[config.mk]
export PLATFORM = sky130hd
export DESIGN_NAME = uart_rx
export DESIGN_NICKNAME = d
export VERILOG_FILES = /design/src/rtl/uart_pkg.sv /design/src/rtl/sync_ff.sv /design/src/rtl/uart_rx.sv
export SDC_FILE = /design/constraint.sdc
export NUM_CORES = 1
export LEC_CHECK = 0
export CAP_MARGIN = 30
export CORE_AREA = 3 3 68 70
export CTS_CLUSTER_DIAMETER = 50
export DETAILED_ROUTE_END_ITERATION = 16
export DIE_AREA = 0 0 71 73
export HOLD_SLACK_MARGIN = 0.02
export SLEW_MARGIN = 25
export SYNTH_ARGS = -nofsm -noshare
export SYNTH_HDL_FRONTEND = slang
export SYNTH_SLANG_ARGS = --single-unit
export TNS_END_PERCENT = 20
[constraint.sdc]
create_clock -name clk -period 4.6 [get_ports clk]
set_clock_uncertainty 0.2 [all_clocks]
set_input_delay 1.15 -clock clk [delete_from_list [all_inputs] [get_ports clk]]
set_output_delay 1.15 -clock clk [all_outputs]
set_load 0.05 [all_outputs]
[src/rtl/uart_pkg.sv]
// Shared UART definitions: frame constants, receiver FSM states and the bit-vote helper.
package uart_pkg;

    localparam int unsigned OVERSAMPLE      = 16;
    localparam int unsigned SAMPLE_MID      = 8;
    localparam int unsigned FRAME_DATA_BITS = 8;

    typedef enum logic [2:0] {
        StIdle,
        StStart,
        StData,
        StParity,
        StStop,
        StBreak
    } rx_state_e;

    function automatic logic maj3(input logic a, input logic b, input logic c);
        return (a & b) | (a & c) | (b & c);
    endfunction

endpackage

[src/rtl/sync_ff.sv]
// Multi-stage synchroniser for an asynchronous single-bit input, with selectable reset value.
module sync_ff #(
    parameter int unsigned STAGES    = 2,
    parameter bit          RESET_VAL = 1'b0
) (
    input  logic clk,
    input  logic reset,
    input  logic d,
    output logic q
);

    logic [STAGES-1:0] sync_q;

    always_ff @(posedge clk or negedge reset) begin
        if (!reset) begin
            sync_q <= {STAGES{RESET_VAL}};
        end else begin
            sync_q <= (sync_q << 1) | STAGES'(d);
        end
    end

    assign q = sync_q[STAGES-1];

endmodule

[src/rtl/uart_rx.sv]
// UART receiver: oversampled start detect, mid-bit majority vote, optional even parity,
// one-entry output buffer with valid/ready handshake and overrun pulse.
module uart_rx #(
    parameter int unsigned DATA_BITS   = uart_pkg::FRAME_DATA_BITS,
    parameter int unsigned PARITY_EN   = 1,
    parameter int unsigned OVERSAMPLE  = uart_pkg::OVERSAMPLE,
    parameter int unsigned SYNC_STAGES = 2
) (
    input  logic                 clk,
    input  logic                 reset,
    input  logic                 tick_16x,
    input  logic                 rx_pin,
    output logic [DATA_BITS-1:0] rx_data,
    output logic                 rx_valid,
    input  logic                 rx_ready,
    output logic                 parity_err,
    output logic                 frame_err,
    output logic                 overrun,
    output logic                 rx_busy
);
    import uart_pkg::*;

    localparam int unsigned SCW = $clog2(OVERSAMPLE);
    localparam int unsigned BCW = (DATA_BITS > 1) ? $clog2(DATA_BITS) : 1;
    localparam logic [SCW-1:0] SC_V0   = SCW'(SAMPLE_MID - 1);
    localparam logic [SCW-1:0] SC_V1   = SCW'(SAMPLE_MID);
    localparam logic [SCW-1:0] SC_V2   = SCW'(SAMPLE_MID + 1);
    localparam logic [SCW-1:0] SC_LAST = SCW'(OVERSAMPLE - 1);
    localparam logic [BCW-1:0] BC_LAST = BCW'(DATA_BITS - 1);

    logic rx_s;

    sync_ff #(
        .STAGES    (SYNC_STAGES),
        .RESET_VAL (1'b1)
    ) u_sync (
        .clk   (clk),
        .reset (reset),
        .d     (rx_pin),
        .q     (rx_s)
    );

    rx_state_e            state_q, state_d;
    logic [SCW-1:0]       scnt_q, scnt_d;
    logic [BCW-1:0]       bcnt_q, bcnt_d;
    logic [1:0]           samp_q, samp_d;
    logic [DATA_BITS-1:0] shift_q, shift_d;
    logic                 perr_q, perr_d;
    logic [DATA_BITS-1:0] data_q, data_d;
    logic                 valid_q, valid_d;
    logic                 perr_out_q, perr_out_d;
    logic                 ferr_q, ferr_d;
    logic                 overrun_q, overrun_d;

    logic vote, at_vote, at_wrap;

    always_comb begin
        state_d    = state_q;
        scnt_d     = scnt_q;
        bcnt_d     = bcnt_q;
        samp_d     = samp_q;
        shift_d    = shift_q;
        perr_d     = perr_q;
        data_d     = data_q;
        valid_d    = valid_q;
        perr_out_d = perr_out_q;
        ferr_d     = ferr_q;
        overrun_d  = 1'b0;

        // Third vote sample is the live synchronised value on the scnt=MID+1 tick.
        vote    = maj3(samp_q[1], samp_q[0], rx_s);
        at_vote = tick_16x && (scnt_q == SC_V2);
        at_wrap = tick_16x && (scnt_q == SC_LAST);

        if (valid_q && rx_ready) begin
            valid_d = 1'b0;
        end

        if (tick_16x && (state_q != StIdle) && (state_q != StBreak)) begin
            scnt_d = (scnt_q == SC_LAST) ? '0 : scnt_q + 1'b1;
            if (scnt_q == SC_V0) samp_d[1] = rx_s;
            if (scnt_q == SC_V1) samp_d[0] = rx_s;
        end

        case (state_q)
            StIdle: begin
                if (tick_16x && !rx_s) begin
                    state_d = StStart;
                    scnt_d  = '0;
                end
            end
            StStart: begin
                if (at_vote && vote) begin
                    state_d = StIdle;
                    scnt_d  = '0;
                end else if (at_wrap) begin
                    state_d = StData;
                    bcnt_d  = '0;
                    perr_d  = 1'b0;
                end
            end
            StData: begin
                if (at_vote) shift_d[bcnt_q] = vote;
                if (at_wrap) begin
                    if (bcnt_q == BC_LAST) begin
                        state_d = (PARITY_EN != 0) ? StParity : StStop;
                        bcnt_d  = '0;
                    end else begin
                        bcnt_d = bcnt_q + 1'b1;
                    end
                end
            end
            StParity: begin
                if (at_vote) perr_d = vote ^ (^shift_q);
                if (at_wrap) state_d = StStop;
            end
            StStop: begin
                if (at_vote) begin
                    if (!valid_q || rx_ready) begin
                        data_d     = shift_q;
                        perr_out_d = (PARITY_EN != 0) && perr_q;
                        ferr_d     = !vote;
                        valid_d    = 1'b1;
                    end else begin
                        overrun_d = 1'b1;
                    end
                    // Leave mid-stop so a back-to-back start edge is not missed.
                    state_d = vote ? StIdle : StBreak;
                    scnt_d  = '0;
                end
            end
            StBreak: begin
                if (tick_16x && rx_s) state_d = StIdle;
            end
            default: state_d = StIdle;
        endcase
    end

    always_ff @(posedge clk or negedge reset) begin
        if (!reset) begin
            state_q    <= StIdle;
            scnt_q     <= '0;
            bcnt_q     <= '0;
            samp_q     <= '0;
            shift_q    <= '0;
            perr_q     <= 1'b0;
            data_q     <= '0;
            valid_q    <= 1'b0;
            perr_out_q <= 1'b0;
            ferr_q     <= 1'b0;
            overrun_q  <= 1'b0;
        end else begin
            state_q    <= state_d;
            scnt_q     <= scnt_d;
            bcnt_q     <= bcnt_d;
            samp_q     <= samp_d;
            shift_q    <= shift_d;
            perr_q     <= perr_d;
            data_q     <= data_d;
            valid_q    <= valid_d;
            perr_out_q <= perr_out_d;
            ferr_q     <= ferr_d;
            overrun_q  <= overrun_d;
        end
    end

    assign rx_data    = data_q;
    assign rx_valid   = valid_q;
    assign parity_err = perr_out_q;
    assign frame_err  = ferr_q;
    assign overrun    = overrun_q;
    assign rx_busy    = (state_q != StIdle);

endmodule
==> results.py, run 1 <==
metrics = {
    "clock_tree": {
        "post-cts-setup-buffer-count": 0,
        "cts.sinks": 35,
        "cts_made_buffers": 5,
        "clockBufferDepth": 2,
        "htree_levels": 2,
        "cts_tree": "yes",
        "cts_hold_buf": 0,
        "cts_resized": 0,
        "cts_root_buf": "clkbuf_8",
        "clkTransAtPathRegs_ns": 0.07,
        "insertion_delay_ns": 0.29,
    },
    "pwr": {
        "vdd_drop_max_uv": 231,
        "p_per_area_nw_per_um2": 465,
        "leakage_uw": 0.000973,
    },
    "floorplanning": {
        "die_h_microns": 73,
        "rows": 23,
        "core-area_sq_um": 4030,
        "die_w_microns": 71,
        "pin_count": 18,
        "initial_core_util_pct": 45.5,
        "dieArea_sq_um": 5180,
    },
    "timing": {
        "worst_slack_ns": 1.26,
        "fin_crit_sh_pct": 72.6,
        "maxSlewViolCount": 0,
        "max_freq_ghz": 0.299,
        "fin_setup_tns_ns": 0,
        "final-hold-violation-count": 0,
        "rsz0062_at_grt": "no",
        "setup_viol": 0,
        "worst_pin_slew_ns": 0.588,
        "post-route-min-period_ns": 3.34,
        "max_slew_margin_pct": 60.8,
    },
    "synth": {
        "syn_area_sq_um": 1830,
        "syn_nets": 169,
        "yosysUniqueCellTypes": 46,
        "syn_avg_cell_area_sq_um": 11.5,
        "ys_seq_area_share_pct": 48.0,
        "synth-async-reset-ratio_pct": 100,
        "syn_inst": 159,
        "synth-edff-count": 0,
        "ys_ff_latch": 35,
        "ys_warn_count": 0,
        "synth_flop_cell": "dfrtp_1",
    },
    "route": {
        "wl_microns": 3330,
        "ant_nets": 0,
        "drc": 0,
        "via_per_inst": 5.49,
        "drt_first_pass_iters": 4,
        "wl_per_cell_microns": 14.9,
        "vias": 1230,
        "drt_iter0_markers": 151,
    },
    "place": {
        "dp_slack_ns": 1.13,
        "place_inst": 216,
        "place_hpwl_microns": 2280,
        "portBuffers": 17,
        "gp_congestion": 0.836,
    },
    "cells_and_area": {
        "antennaDiodeCount": 0,
        "drive_above_1_share_pct": 17.2,
        "layout.nets": 183,
        "area_growth_syn_to_layout_pct": 16.9,
        "final_cells": 224,
    },
    "global_routing": {
        "grt_pass1_vias": 1202,
        "overflow": 0,
        "grt_max_degree": 36,
        "antenna_found_initial": 0,
        "grt.total_usage_pct": 14.6,
        "grt_pass1_wl_microns": 5780,
    },
    "setup_path": {
        "start_kind": "flip-flop",
        "ff2ff_setup_slack_ns": 2.26,
        "slowest_delay_ns": 0.79,
        "crit_slowest_cell": "clkdlybuf4s50_1",
        "critPathMaxFanout": 18,
        "worstPathCellList": "or3_1 > clkdlybuf4s50_1",
        "crit_required_ns": 3.25,
        "crit_type": "reg -> out",
        "arrival_ns": 1.99,
        "end_kind": "output port",
    },
    "run_status": {
        "status": "complete, no violations",
    },
    "worst_hold_path": {
        "hold_class": "reg -> reg",
    },
    "run": {
        "drv_cap": 0,
    },
}
## report_power, final
group	leakage (uW)	total, uW	switching (uW)	internal (uW)
combinational	0.000442	240	129	111
sequential	0.000466	430	79.8	350
clock	0.0000654	327	111	217
## per-stage QoR
step / total power, uW / util, % / cell area [sq um] / hold WS, ns
after CTS: 1000 / 53.1 / 2140 / 0.159
after floorplan: 622 / - / 1830 / 0.145
final: 996 / 53.1 / 2140 / 0.159
after global routing: 1050 / 53.1 / 2140 / 0.164
after detailed placement: 670 / 49.8 / 2010 / 0.149
after global placement: 662 / 49.8 / 2010 / 0.147
## state kept, by name (all words and copies together), names as in the netlist
name / count
parity_err: 1
rx_valid: 1
state_q: 3
perr_q: 1
samp_q: 2
scnt_q: 4
u_sync.sync_q: 2
frame_err: 1
bcnt_q: 3
overrun: 1
rx_data: 8
shift_q: 8
## placed cells by master (no fill, tap or decap), drive strengths merged, types with 5 or more instances in the layout
cell type and n:
ha 5, o21ai 6, clkdlybuf4s50 17, mux2 19, nand2 6, clkbuf 6
xnor2 7, nand3 6, nor2 12, dfrtp 33
## final timing paths
path	start	cells past startpoint	end
min in group asynchronous	reset	2	scnt_q[2]
max in group asynchronous	reset	2	u_sync.sync_q[0]
hold / removal	u_sync.sync_q[0]	0	u_sync.sync_q[1]
hold reg to reg	u_sync.sync_q[0]	0	u_sync.sync_q[1]
setup / recovery	state_q[1]	2	rx_busy
setup reg to reg	scnt_q[1]	5	rx_data[5]
## critical path, delay by kind of cell (launching register included)
kind | cells | cell delay (ns)
buffers and inverters | 1 | 0.79
flip-flops | 1 | 0.72
AND/OR/NAND/NOR | 1 | 0.19
## kinds of logic (layout without fill, tap and decap cells)
family / after synthesis / after routing / synth area share, %
mux: 22 / 22 / 13.3
simple gates: 47 / 47 / 15.7
xor+xnor: 10 / 10 / 5.53
flops: 35 / 35 / 48.0
buf+inv: 15 / 30 / 4.30
compound gates: 24 / 24 / 9.15
fa+ha+maj: 6 / 6 / 4.03
## cells in the mapped netlist, types with 3 or more instances
master / n / area share (%)
mux2_2: 17 / 10
nor3b_1: 4 / 1.6
buf_2: 5 / 1.4
mux2i_1: 3 / 1.6
nand3_1: 6 / 1.6
ha_1: 5 / 3.4
dfrtp_1: 33 / 45
nand2_1: 6 / 1.2
inv_1: 4 / 0.82
a31oi_1: 4 / 1.4
o21ai_0: 5 / 1.4
xnor2_1: 7 / 3.3
nor2b_1: 3 / 1.0
nor2_1: 12 / 2.5
nand3b_1: 3 / 1.2
clkbuf_1: 3 / 0.61
a22o_1: 3 / 1.4
## layout make-up
cell class	instances	area, sq um
inverters	4	15.0
fillers	347	1890
well taps	50	62.6
multi-input cells	109	875
flip-flops and latches	35	878
clock inverters	2	60.1
clock buffers	6	72.6
repair buffers	18	178
## routing by layer
layer | part of all wire, % | up-vias | GRT usage, %
met1 | 47 | 592 | 19.6
met5 | 0 | - | 0
met4 | 1.9 | 0 | 6.05
met2 | 45 | 34 | 21.7
li1 | - | 598 | -
met3 | 5.2 | 6 | 4.82
(Power assumes the default switching activity.)
==> inputs of run 2 (changes only) <==
Clock period 4.6 ns to 3.38 ns, I/O delays scaled along.
==> results.py, run 2 (synthesis gave the netlist of run 1 again) <==
metrics = {
    "setup_path": {
        "crit_slowest_cell": "clkdlybuf4s50_1",
        "slowest_delay_ns": 0.70,
        "start_kind": "flip-flop",
        "critPathMaxFanout": 12,
        "crit_required_ns": 2.33,
        "worstPathCellList": "or3_1 > clkdlybuf4s50_1",
        "crit_buf_inv": 1,
        "cp_top_family": "buffers and inverters",
        "crit_type": "reg -> out",
        "arrival_ns": 1.91,
        "end_kind": "output port",
    },
    "route": {
        "drt_first_pass_iters": 4,
        "drt_iter0_markers": 133,
        "wl_microns": 3380,
        "wl_met3_microns": 153,
        "wl_met2_microns": 1510,
        "wl_met1_microns": 1660,
        "drc": 0,
        "top_layer_used": "met4",
        "vias": 1230,
        "wl_per_cell_microns": 15.0,
        "via_per_inst": 5.47,
        "ant_nets": 0,
    },
    "run_status": {
        "status": "complete, no violations",
    },
    "timing": {
        "max_slew_margin_pct": 66.3,
        "maxSlewViolCount": 0,
        "post-route-min-period_ns": 2.95,
        "fin_setup_tns_ns": 0,
        "rsz0062_at_grt": "no",
        "setup_viol": 0,
        "worst_pin_slew_ns": 0.504,
        "whs_ns": 0.158,
        "fin_crit_sh_pct": 87.3,
        "max_freq_ghz": 0.339,
        "final-hold-violation-count": 0,
    },
    "place": {
        "place_hpwl_microns": 2370,
        "place_inst": 218,
        "place_area_sq_um": 2020,
        "gp_congestion": 0.803,
        "portBuffers": 17,
    },
    "worst_hold_path": {
        "hold_class": "reg -> reg",
    },
    "cells_and_area": {
        "final_util_pct": 52.8,
        "layout_commonest_cell": "dfrtp_1",
        "final_cell_mix": "dfrtp_1, mux2_2, clkdlybuf4s50_1, nor2_1, xnor2_1",
        "drive_above_1_share_pct": 17.7,
        "layout.nets": 185,
        "final_cells": 225,
        "fillers": 364,
        "multi_input_area_sq_um": 875,
        "seqCellArea_sq_um": 878,
        "antennaDiodeCount": 0,
        "final_area_sq_um": 2130,
        "area_growth_syn_to_layout_pct": 16.1,
    },
    "clock_tree": {
        "insertion_delay_ns": 0.28,
        "cts_root_buf": "clkbuf_8",
        "cts.sinks": 35,
        "clockBufferDepth": 2,
        "htree_levels": 2,
        "cts_made_buffers": 5,
        "cts_resized": 0,
        "post-cts-setup-buffer-count": 0,
        "cts_tree": "yes",
        "clkTransAtPathRegs_ns": 0.07,
        "cts_hold_buf": 0,
    },
    "global_routing": {
        "overflow": 0,
        "antenna_found_initial": 0,
        "grt_max_degree": 36,
        "grt_pass1_vias": 1220,
        "grt.total_usage_pct": 14.8,
        "grt_pass1_wl_microns": 5940,
    },
    "pwr": {
        "seqPwrFrac_pct": 44.0,
        "leakage_uw": 0.000969,
        "p_sw_uw": 423,
        "clkPwrFrac_pct": 28.0,
        "switching_share_pct": 33.2,
        "vdd_drop_max_uv": 334,
        "p_int_uw": 849,
        "comb_power_share_pct": 28.0,
        "p_per_area_nw_per_um2": 598,
    },
    "floorplanning": {
        "pin_count": 18,
        "initial_core_util_pct": 45.5,
        "die_w_microns": 71,
        "rows": 23,
        "dieArea_sq_um": 5180,
        "die_h_microns": 73,
        "core-area_sq_um": 4030,
    },
    "run": {
        "drv_cap": 0,
    },
}
==> run 2: cell types whose count changed in the layout (fill, tap and decap cells not counted), sizes merged <==
cell	previous run	this run
buf	1	3
bufinv	2	1
==> run 2: path summary, 6_finish.rpt <==
path                                       start                to  slack (ns)  depth (start not counted)
max in group asynchronous                  reset  u_sync.sync_q[1]        1.86                          2
worst max register to register         scnt_q[1]        shift_q[2]        1.16                          6
worst min register to register  u_sync.sync_q[0]  u_sync.sync_q[1]        0.16                          0
worst max-delay path                  state_q[2]           rx_busy        0.43                          2
worst min-delay path            u_sync.sync_q[0]  u_sync.sync_q[1]        0.16                          0
min in group asynchronous                  reset        state_q[0]        0.76                          2
==> run 2: area by class of cell <==
cell class	instances	area share [%]
multi-input cells	109	41.1
clock inverters	1	1.41
clock buffers	6	3.41
flip-flops and latches	35	41.3
well taps	50	2.94
inverters	4	0.706
repair buffers	20	9.06
==> run 2: metal layers <==
layer | up-vias | GRT usage, %
met3 | 5 | 5.10
met4 | 0 | 5.01
met1 | 595 | 19.5
met5 | - | 0
met2 | 27 | 23.0
li1 | 603 | -
==> run 2: worst reg2reg max path, stage by stage (launching register included) <==
cell      delay (ns)
dfrtp_1         0.42
inv_1           0.10
ha_1            0.16
and4b_1         0.44
nand4b_4        0.17
nor3b_1         0.26
mux2_2          0.36
==> run 2: per-stage QoR <==
step / total power (uW) / setup slack, ns
after floorplan: 846 / 1.07
after global placement: 910 / 0.429
after detailed placement: 924 / 0.327
after CTS: 1280 / 0.403
after global routing: 1360 / 0.327
final: 1270 / 0.428
==> run 2: power groups by stage <==
| stage | Clock (uW) | Sequential [uW] | Combinational (uW) |
|---|---|---|---|
| floorplan | 0 | 524 | 322 |
| global placement | 0 | 561 | 349 |
| detailed placement | 0 | 565 | 358 |
| CTS | 367 | 559 | 358 |
| global route | 388 | 573 | 397 |
| finish | 356 | 560 | 356 |
